**src/rtl/serial_subtractor.sv**
```systemverilog
// Bit-serial subtractor: diff = a - b - bin, one bit per clock, LSB first.
// start/busy/done handshake; results held until the next completion.
module serial_subtractor #(
  parameter int WIDTH = 4
) (
  input  logic             clk,
  input  logic             reset,
  input  logic             start,
  input  logic [WIDTH-1:0] a,
  input  logic [WIDTH-1:0] b,
  input  logic             bin,
  output logic             busy,
  output logic             done,
  output logic [WIDTH-1:0] diff,
  output logic             borrow
);

  localparam int CW = $clog2(WIDTH);

  typedef enum logic [1:0] {
    S_IDLE,
    S_RUN,
    S_DONE
  } state_t;

  state_t           r_state;
  logic [WIDTH-1:0] r_a_sh;
  logic [WIDTH-1:0] r_b_sh;
  logic [WIDTH-2:0] r_d_sh;
  logic             r_br;
  logic [CW-1:0]    r_cnt;

  logic             w_d;
  logic             w_br;
  logic [WIDTH-1:0] w_d_nxt;
  logic             w_last;

  assign w_d     = r_a_sh[0] ^ r_b_sh[0] ^ r_br;
  assign w_br    = (~r_a_sh[0] & r_b_sh[0])
                 | (~(r_a_sh[0] ^ r_b_sh[0]) & r_br);
  // Only WIDTH-1 bits are stored; the last bit goes straight to diff.
  assign w_d_nxt = {w_d, r_d_sh};
  assign w_last  = (r_cnt == CW'(WIDTH - 1));

  always_ff @(posedge clk) begin
    if (reset) begin
      r_state <= S_IDLE;
      r_a_sh  <= '0;
      r_b_sh  <= '0;
      r_d_sh  <= '0;
      r_br    <= 1'b0;
      r_cnt   <= '0;
      busy    <= 1'b0;
      done    <= 1'b0;
      diff    <= '0;
      borrow  <= 1'b0;
    end else begin
      done <= 1'b0;
      unique case (r_state)
        S_IDLE, S_DONE: begin
          if (start) begin
            r_a_sh  <= a;
            r_b_sh  <= b;
            r_br    <= bin;
            r_cnt   <= '0;
            r_d_sh  <= '0;
            busy    <= 1'b1;
            r_state <= S_RUN;
          end else begin
            busy    <= 1'b0;
            r_state <= S_IDLE;
          end
        end
        S_RUN: begin
          r_a_sh <= r_a_sh >> 1;
          r_b_sh <= r_b_sh >> 1;
          r_br   <= w_br;
          r_d_sh <= w_d_nxt[WIDTH-1:1];
          r_cnt  <= r_cnt + CW'(1);
          if (w_last) begin
            diff    <= w_d_nxt;
            borrow  <= w_br;
            busy    <= 1'b0;
            done    <= 1'b1;
            r_state <= S_DONE;
          end
        end
        default: begin
          busy    <= 1'b0;
          r_state <= S_IDLE;
        end
      endcase
    end
  end

endmodule

```
**config.mk**
```make
export PLATFORM = sky130hd
export DESIGN_NAME = serial_subtractor
export DESIGN_NICKNAME = d
export VERILOG_FILES = /design/src/rtl/serial_subtractor.sv
export SDC_FILE = /design/constraint.sdc
export NUM_CORES = 1
export LEC_CHECK = 0
export CORE_UTILIZATION = 50
export CTS_CLUSTER_SIZE = 20
export DETAILED_ROUTE_END_ITERATION = 12
export GPL_TIMING_DRIVEN = 0
export PLACE_DENSITY = 0.79
export SYNTH_ARGS = -nofsm -noshare
export SYNTH_HDL_FRONTEND = slang
export SYNTH_SLANG_ARGS = --single-unit
```
**constraint.sdc**
```tcl
create_clock -name clk -period 1.7 [get_ports clk]
set_input_delay 0.51 -clock clk [delete_from_list [all_inputs] [get_ports clk]]
set_output_delay 0.51 -clock clk [all_outputs]
set_load 0.03 [all_outputs]
```
**Yosys cells after proc, flatten, opt, wreduce, memory -nomap -nowiden**

Index checks and enable logic that the tools add are counted.

- Bits in registers: 23
- Latch bits: 0
- RAM bits: 0
- Bits in read-only memories: 0
- Bits of input ports: 12
- Output and inout bits: 7
- Logic and storage cells: 47
- Memories: 0

- Add/sub/neg operators: 1
- $mul: 0
- Div/mod/pow operators: 0
- $lt $le $gt $ge: 0
- Equality and inequality tests: 5
- Shifts and indexed selects: 0
- Muxes and demuxes: 17
- Bitwise gates (word level): 8
- Reduce and logical (&&, ||, !) cells: 6

Operators with widths:

| operator | number |
|---|---|
| case mux 4 bit (2 select lines) | 2 |
| 2-to-1 mux 4 bit | 2 |
| case mux 2 bit (2 select lines) | 2 |
| case mux 3 bit (2 select lines) | 1 |
| 2-to-1 mux 1 bit | 5 |
| equality test 2 bit, second input constant | 2 |
| 2-to-1 mux 2 bit | 2 |
| != test 2 bit, second input constant | 2 |
| case mux 1 bit (2 select lines) | 2 |
| AND reduction 2 bit | 2 |
| OR reduction 2 bit | 2 |
| 2-to-1 mux 3 bit | 1 |
| inverter 1 bit | 3 |
| adder 2 x 1 -> 2 bit, second input constant | 1 |
| bitwise AND 1 bit | 2 |
| equality test 2 x 1 -> 1 bit, second input constant | 1 |
| logical NOT 2 bit | 1 |
| nonzero test 2 bit | 1 |
| bitwise XOR 1 bit | 2 |
| bitwise OR 1 bit | 1 |

**Depth between registers and ports, before layout**

Gate-level depths: netlist (run 1).

- Depth after elaboration: 5
- Depth in mapped cells: 5
- Mapped depth without buffers: 4

**Worst setup path before layout (run 1)**

No wires, ideal clock.

- Kind: input -> register
- Start: in start
- End: reg r_b_sh[0]
- Library setup time: 0.091 ns
- Arrival time: 1.050 ns
- Required time: 1.609 ns
- Slack: 0.559 ns
- Stages: 4
- Path buffers: 1
- Path through: nor2b_1 buf_2 nand2_1 a311oi_1

- Longest elaborated chain between the ends: 2

RTL lines:

| element | RTL line | RTL |
|---|---|---|
| from (decl) | 8 | `input logic start,` |
| != test 2 bit (no line) | - |  |
| AND reduction 2 bit (no line) | - |  |
| to (signal assigned) | 76 | `r_b_sh <= r_b_sh >> 1;` |
| to (decl) | 28 | `logic [WIDTH-1:0] r_b_sh;` |

Every way passes these cells.
A chain may end at the register's enable or synchronous reset.

**Worst setup path after layout (run 1)**

- Start: reg busy
- End: out busy

RTL lines:

| element | RTL line | RTL |
|---|---|---|
| from (decl) | 12 | `output logic busy,` |
| from (signal assigned) | 53 | `busy <= 1'b0;` |
| from (signal assigned) | 67 | `busy <= 1'b1;` |
| from (signal assigned) | 70 | `busy <= 1'b0;` |

No word-level cell between the ends.

==> metrics.md, run 1 <==
| Metric | Value |
|---|---|
| Largest delay share family, worst path | `buffers and inverters` |
| Wirelength, routed | `1860 microns` |
| Outcome | `completed` |
| Final min period | `1570 ps` |
| Crit-path max FO | `2` |
| CTS tree | `built` |
| Final setup fails | `0` |
| PwrDens | `854 mW/mm^2` |
| First-pass GRT wire length | `3160 microns` |
| Combinational share of power | `15.8%` |
| CP arrival | `1060 ps` |
| Final core utilization | `67.1%` |
| Slew Limit Fails | `0` |
| Final Instance Count excl. Fillers | `156` |
| Mapped Avg Cell Area | `8.52 sq um` |
| Setup crit start kind | `flip-flop` |
| Area growth, synth to finish | `24.8%` |
| Placed wire-length estimate | `1320 microns` |
| RSZ-0062 raised after global routing | `false` |
| Fraction of final layout cells with drive strength greater than 1 | `8.40%` |
| Hold crit path type | `flip-flop to flip-flop` |
| Hold Vio Cnt, Final | `0` |
| Syn_nets | `123` |
| Diodes inserted | `0` |
| Number of global-route vias before repair | `735` |
| Fin Hold WS | `460 ps` |
| Clk Latency, worst-skew pair | `310 ps` |
| Hold buffers post-CTS | `0` |
| Seq pwr share | `58.9%` |
| NetSw | `261 uW` |
| Post-DRT Antenna Nets | `0` |
| Sw frac | `26.3%` |
| Synth Area in XOR/XNOR | `0%` |
| Worst clock skew | `5.40 ps` |
| Min-delay src | `diff[0]` |
| 1st-iter DRT viols | `15` |
| Sequential share of the synthesized area | `49.6%` |
| Max incr delay on CP | `400 ps` |
| Critical Path RT | `1190 ps` |
| Fmax achieved | `635 MHz` |
| # clock sinks | `23` |
| GR Util All Layers | `21.3%` |
| Via density per instance | `5.26` |
| Max H-tree Level | `1` |
| Post-CTS Setup Bufs | `0` |
| Setup TNS Final | `0 ps` |
| Initial antenna violation count | `0` |
| Slew HR | `68.0%` |
| Main combinational cell family by area after synthesis | `simple AND/OR/NAND/NOR gates` |
| Simple-gate portion of the synthesized area | `24.1%` |
| Setup crit start | `busy` |
| Synth cell types | `19` |
| Yosys warns | `0` |
| CP cell instances | `dlygate4sd2_1` |
| CP Buf/Inv Count | `1` |
| Chip Height | `45.1 microns` |
| Max_cap viols | `0` |
| Top Ports | `19` |
| Crit share post-route | `92.6%` |
| Total power | `990 uW` |
| Clk network pwr share | `25.3%` |
| Largest net degree at the start of global routing | `14` |
| Top cells by area, synth | `dfxtp_1 50%, nand2_1 8.9%, a21oi_1 7.5%, a311oi_1 6.6%, nand3_1 6.5%` |
| Worst-path clk slew | `120 ps` |
| Peak supply drop | `908 uV` |
| Compound-cell area share of the yosys netlist | `15.9%` |
| Core area | `0.00173 sq mm` |
| #FFs+latches synth | `23` |
| P_leak | `0.000460 uW` |
| Top cell type's share of synthesized area | `49.6%` |
| Root Buffer | `clkbuf_4` |
| Mux cell area share after synthesis | `0%` |
| Internal cell power | `729 uW` |
| Syn Inst Count | `109` |
| RR Startpoint | `r_cnt[0]` |
| Worst Setup End Kind | `primary output` |
| Drt first pass iters | `5` |
| Die area | `0.00203 sq mm` |
| DIE WIDTH | `45.1 microns` |
| Initial Util | `53.8%` |
| FP Rows | `15` |
| Area share of fa/ha/maj cells after synthesis | `3.50%` |
| Num CTS Buffers | `3` |
| Slew @ Worst Pin | `480 ps` |
| Crit path max-delay cell type | `dlygate4sd2_1` |
| Port Buf Inserts | `18` |
| Largest area contributor in the netlist | `dfxtp_1` |
| Largest buffer count on any clock path | `2` |
| Critical path class | `flip-flop to primary output` |
| DR vias | `820` |
| Gp weighted congestion | `0.775` |
| Fill cell count | `163` |
| Dpl cells | `152` |
| Grt ovf | `0` |
| Synthesized cell area | `928 sq um` |
| Residual DRC | `0` |
| Per-cell routed wire length | `11.9 microns` |
| Final-stage net count | `146` |
-- timing repair --
action	4_1_cts	5_1_grt
gates resized for setup	7	0
endpoints found under the hold margin	0	0
setup endpoints to repair	7	0
-- cells in the final DEF, fill, tap and decap left out, types with 2 or more instances in the layout --
cell type / netlist / final
inv_1: 2 / 2
buf_2: 3 / 3
clkdlybuf4s50_1: 0 / 11
dfxtp_1: 23 / 23
nand2_1: 22 / 22
clkbuf_4: 0 / 3
clkbuf_1: 2 / 2
dlygate4sd2_1: 0 / 7
nor2_1: 9 / 9
a21oi_1: 14 / 14
nand3b_1: 2 / 2
buf_4: 3 / 3
nand2b_1: 3 / 3
nand3_1: 12 / 12
a311oi_1: 7 / 7
-- logic make-up after synthesis --
logic type | after synthesis
buffers and inverters | 11
adders and majority gates | 2
AOI/OAI and AO/OA | 23
and+or+nand+nor | 50
DFF | 23
-- synth_stat cells (all sizes together) --
library cell,number
clkbuf,2
ha,1
nand2,22
dfxtp,23
nand3,12
a311oi,7
a2bb2oi,1
buf,7
nor2,9
nor2b,1
inv,2
nand2b,3
and2b,1
a21oi,14
o21a,1
fa,1
nand3b,2
-- flip-flops by register name (all words and copies together), names as in the netlist --
name and cells:
borrow 1, busy 1, diff 4, done 1, r_a_sh 4, r_b_sh 4, r_br 1, r_cnt 2
r_d_sh 3, r_state 2
-- routing by layer --
metal  vias to the layer above  routed length [microns]  track usage [%]  part of all wire, %
li1                        418                        -                -                    -
met1                       377                      828             27.1                   45
met2                        21                      911             35.1                   49
met3                         4                      100             8.00                  5.4
met4                         0                       17             3.03                 0.92
met5                         -                        0                0                    0
-- path summary, 6_finish.rpt --
| path | endpoint | slack (ps) | cells past startpoint |
|---|---|---|---|
| max | busy | 130 | 1 |
| min | diff[0] | 460 | 2 |
| max reg2reg | diff[2] | 470 | 5 |
| min reg2reg | diff[0] | 460 | 2 |
-- layout make-up --
class	count	area (sq um)	area share (%)
sequential	23	460	39.7
multi-input combinational	75	404	34.9
timing repair buffer	18	171	14.8
buffer	9	56.3	4.86
tap	25	31.3	2.70
clock buffer	3	22.5	1.94
inverter	2	7.51	0.648
clock inverter	1	5.00	0.432
-- power by group through the flow --
stage | sequential [uW] | combinational [uW] | clock [uW]
finish | 583 | 156 | 250
global route | 587 | 174 | 281
CTS | 584 | 157 | 253
detailed placement | 596 | 156 | 0
global placement | 594 | 152 | 0
floorplan | 595 | 98.0 | 0
-- per-stage QoR --
step / setup slack (ps) / area (sq um)
CTS: 125 / 1160
detailed placement: -98.2 / 1140
global placement: -7.96 / 1140
finish: 126 / 1160
floorplan: 559 / 928
global route: 69.6 / 1160
Note: power is estimated with default switching activity, not from simulation.
==> run 2: changes to the inputs <==
--- a/config.mk
+++ b/config.mk
@@ -5,6 +5,7 @@
 export SDC_FILE = /design/constraint.sdc
 export NUM_CORES = 1
 export LEC_CHECK = 0
+export ABC_CLOCK_PERIOD_IN_PS = 1700
 export CORE_UTILIZATION = 50
 export CTS_CLUSTER_SIZE = 20
 export DETAILED_ROUTE_END_ITERATION = 12
==> results of run 2 <==
No change in the layout: final DEF, timing and power equal those of run 1.
==> run 3: changes to the inputs <==
--- a/config.mk
+++ b/config.mk
@@ -6,11 +6,11 @@
 export NUM_CORES = 1
 export LEC_CHECK = 0
 export ABC_CLOCK_PERIOD_IN_PS = 1700
-export CORE_UTILIZATION = 50
+export CORE_UTILIZATION = 35
 export CTS_CLUSTER_SIZE = 20
 export DETAILED_ROUTE_END_ITERATION = 12
 export GPL_TIMING_DRIVEN = 0
-export PLACE_DENSITY = 0.79
+export PLACE_DENSITY = 0.59
 export SYNTH_ARGS = -nofsm -noshare
 export SYNTH_HDL_FRONTEND = slang
 export SYNTH_SLANG_ARGS = --single-unit
==> metrics.md, run 3 (same netlist as run 1, synthesis figures left out) <==
| Metric | Value |
|---|---|
| Outcome | `completed` |
| Gp weighted congestion | `0.763 (-1.6%)` |
| Hold crit path type | `flip-flop to flip-flop` |
| 1st-iter DRT viols | `9 (-6)` |
| Slew HR | `69.4% (+1.3 points)` |
| Area growth, synth to finish | `25.5%` |
| GR Util All Layers | `15.3% (-6.0 points)` |
| Worst clock skew | `11.5 ps (+6.10 ps)` |
| RSZ-0062 raised after global routing | `false` |
| Chip Height | `53.5 microns (+19%)` |
| Hold buffers post-CTS | `0 (unchanged)` |
| Core area | `0.00250 sq mm (+45%)` |
| Hold Vio Cnt, Final | `0 (unchanged)` |
| FP Rows | `18 (+3)` |
| Final-stage net count | `146 (unchanged)` |
| Worst-path clk slew | `130 ps (about the same)` |
| Final core utilization | `46.6% (-21 points)` |
| Fin Hold WS | `463 ps (+3.16 ps)` |
| Max incr delay on CP | `390 ps (about the same)` |
| P_leak | `0.000460 uW (unchanged)` |
| Largest delay share family, worst path | `buffers and inverters` |
| Largest net degree at the start of global routing | `14 (unchanged)` |
| Largest regs | `diff x4, r_a_sh x4, r_b_sh x4` |
| PwrDens | `854 mW/mm^2 (about the same)` |
| Slew @ Worst Pin | `460 ps (-20.1 ps)` |
| Die area | `0.00286 sq mm (+41%)` |
| Top Ports | `19 (unchanged)` |
| # clock sinks | `23 (unchanged)` |
| DR vias | `806 (-1.7%)` |
| Residual DRC | `0 (unchanged)` |
| Final Instance Count excl. Fillers | `161 (+3.2%)` |
| Commonest non-fill, non-tap cell in the layout | `dfxtp_1` |
| CP cell instances | `dlygate4sd2_1` |
| Number of global-route vias before repair | `733 (-0.27%)` |
| Via density per instance | `5.01 (-4.8%)` |
| Per-cell routed wire length | `11.4 microns (-3.9%)` |
| Worst R2R Setup Slack | `490 ps (+20 ps)` |
| Crit share post-route | `92.7% (+0.16 points)` |
| CTS tree | `built` |
| Final setup fails | `0 (unchanged)` |
| Fill cell count | `272 (+67%)` |
| DIE WIDTH | `53.5 microns (+19%)` |
| DP Area | `0.00115 sq mm (+0.55%)` |
| Diodes inserted | `0 (unchanged)` |
| Post-CTS Setup Bufs | `0 (unchanged)` |
| Fmax achieved | `634 MHz (-0.18%)` |
| Placed wire-length estimate | `1300 microns (-1.1%)` |
| First-pass GRT wire length | `3120 microns (-1.3%)` |
| Initial Util | `37.1% (-17 points)` |
| Max H-tree Level | `1 (unchanged)` |
| Worst Setup End Kind | `primary output` |
| Fraction of final layout cells with drive strength greater than 1 | `8.40% (unchanged)` |
| Post-DRT Antenna Nets | `0 (unchanged)` |
| Wirelength, routed | `1840 microns (-0.86%)` |
| CP Buf/Inv Count | `1 (unchanged)` |
| Most frequent cells in the layout | `23 x dfxtp_1, 22 x nand2_1, 14 x a21oi_1, 12 x nand3_1, 11 x clkdlybuf4s50_1` |
| Setup crit start kind | `flip-flop` |
| Initial antenna violation count | `0 (unchanged)` |
| Max_cap viols | `0 (unchanged)` |
| Peak supply drop | `797 uV (-12%)` |
| Port Buf Inserts | `18 (unchanged)` |
| Final min period | `1580 ps (+2.77 ps)` |
| Dpl cells | `157 (+3.3%)` |
| Drt first pass iters | `4 (-1)` |
| CP arrival | `1070 ps (about the same)` |
| Crit-path max FO | `2 (unchanged)` |
| Num CTS Buffers | `3 (unchanged)` |
| Critical Path RT | `1190 ps (about the same)` |
| Largest buffer count on any clock path | `2 (unchanged)` |
| Post-Layout Inst Area | `0.00116 sq mm (+0.54%)` |
| Crit path max-delay cell type | `dlygate4sd2_1` |
| Clk Latency, worst-skew pair | `320 ps (about the same)` |
| Root Buffer | `clkbuf_4` |
| Critical path class | `flip-flop to primary output` |
| Grt ovf | `0 (unchanged)` |
| Slew Limit Fails | `0 (unchanged)` |
==> run 3: cell counts in the layout (fill, tap and decap cells not counted) <==
No cell type changed its count.
==> run 3: cell type report <==
type                       instances  area, sq um  share of cell area (%)
sequential                        23          460                    39.5
multi-input combinational         75          404                    34.7
timing repair buffer              18          171                    14.7
buffer                             9         56.3                    4.83
tap                               30         37.5                    3.22
clock buffer                       3         22.5                    1.93
inverter                           2         7.51                   0.644
clock inverter                     1         5.00                   0.430
==> run 3: report_power, final <==
group / internal [uW] / switching [uW]
clock: 88.1 / 170
combinational: 73.6 / 80.2
sequential: 567 / 16.1
==> run 3: per-layer routing <==
layer | track usage (%) | vias to the layer above | wire length, microns
li1 | - | 415 | -
met1 | 18.6 | 372 | 903
met2 | 26.3 | 19 | 850
met3 | 6.03 | 0 | 87
met4 | 1.32 | 0 | 0
met5 | 0 | - | 0
==> run 3: timing repair <==
action,4_1_cts,5_1_grt
resized for setup,7,0
endpoints found under the hold margin,0,0
endpoints found under the setup margin,7,0
==> run 3: stage by stage <==
stage | total power [uW] | setup TNS (ps) | setup WS, ps
global placement | 749 | -44.3 | -14.6
finish | 995 | 0 | 124
global route | 1040 | 0 | 67.5
CTS | 1000 | 0 | 114
floorplan | 693 | 0 | 559
detailed placement | 752 | -330 | -64.7
==> run 3: final timing paths <==
| path | start | endpoint | cells past startpoint |
|---|---|---|---|
| max | borrow | borrow | 1 |
| min reg2reg | diff[3] | diff[3] | 2 |
| min | diff[3] | diff[3] | 2 |
| max reg2reg | r_cnt[0] | diff[1] | 5 |
==> run 3: worst min-delay path, cell delays in order (launching register included) <==
cell	delay, ps
dfxtp_1	330
nand2_1	50
a21oi_1	50
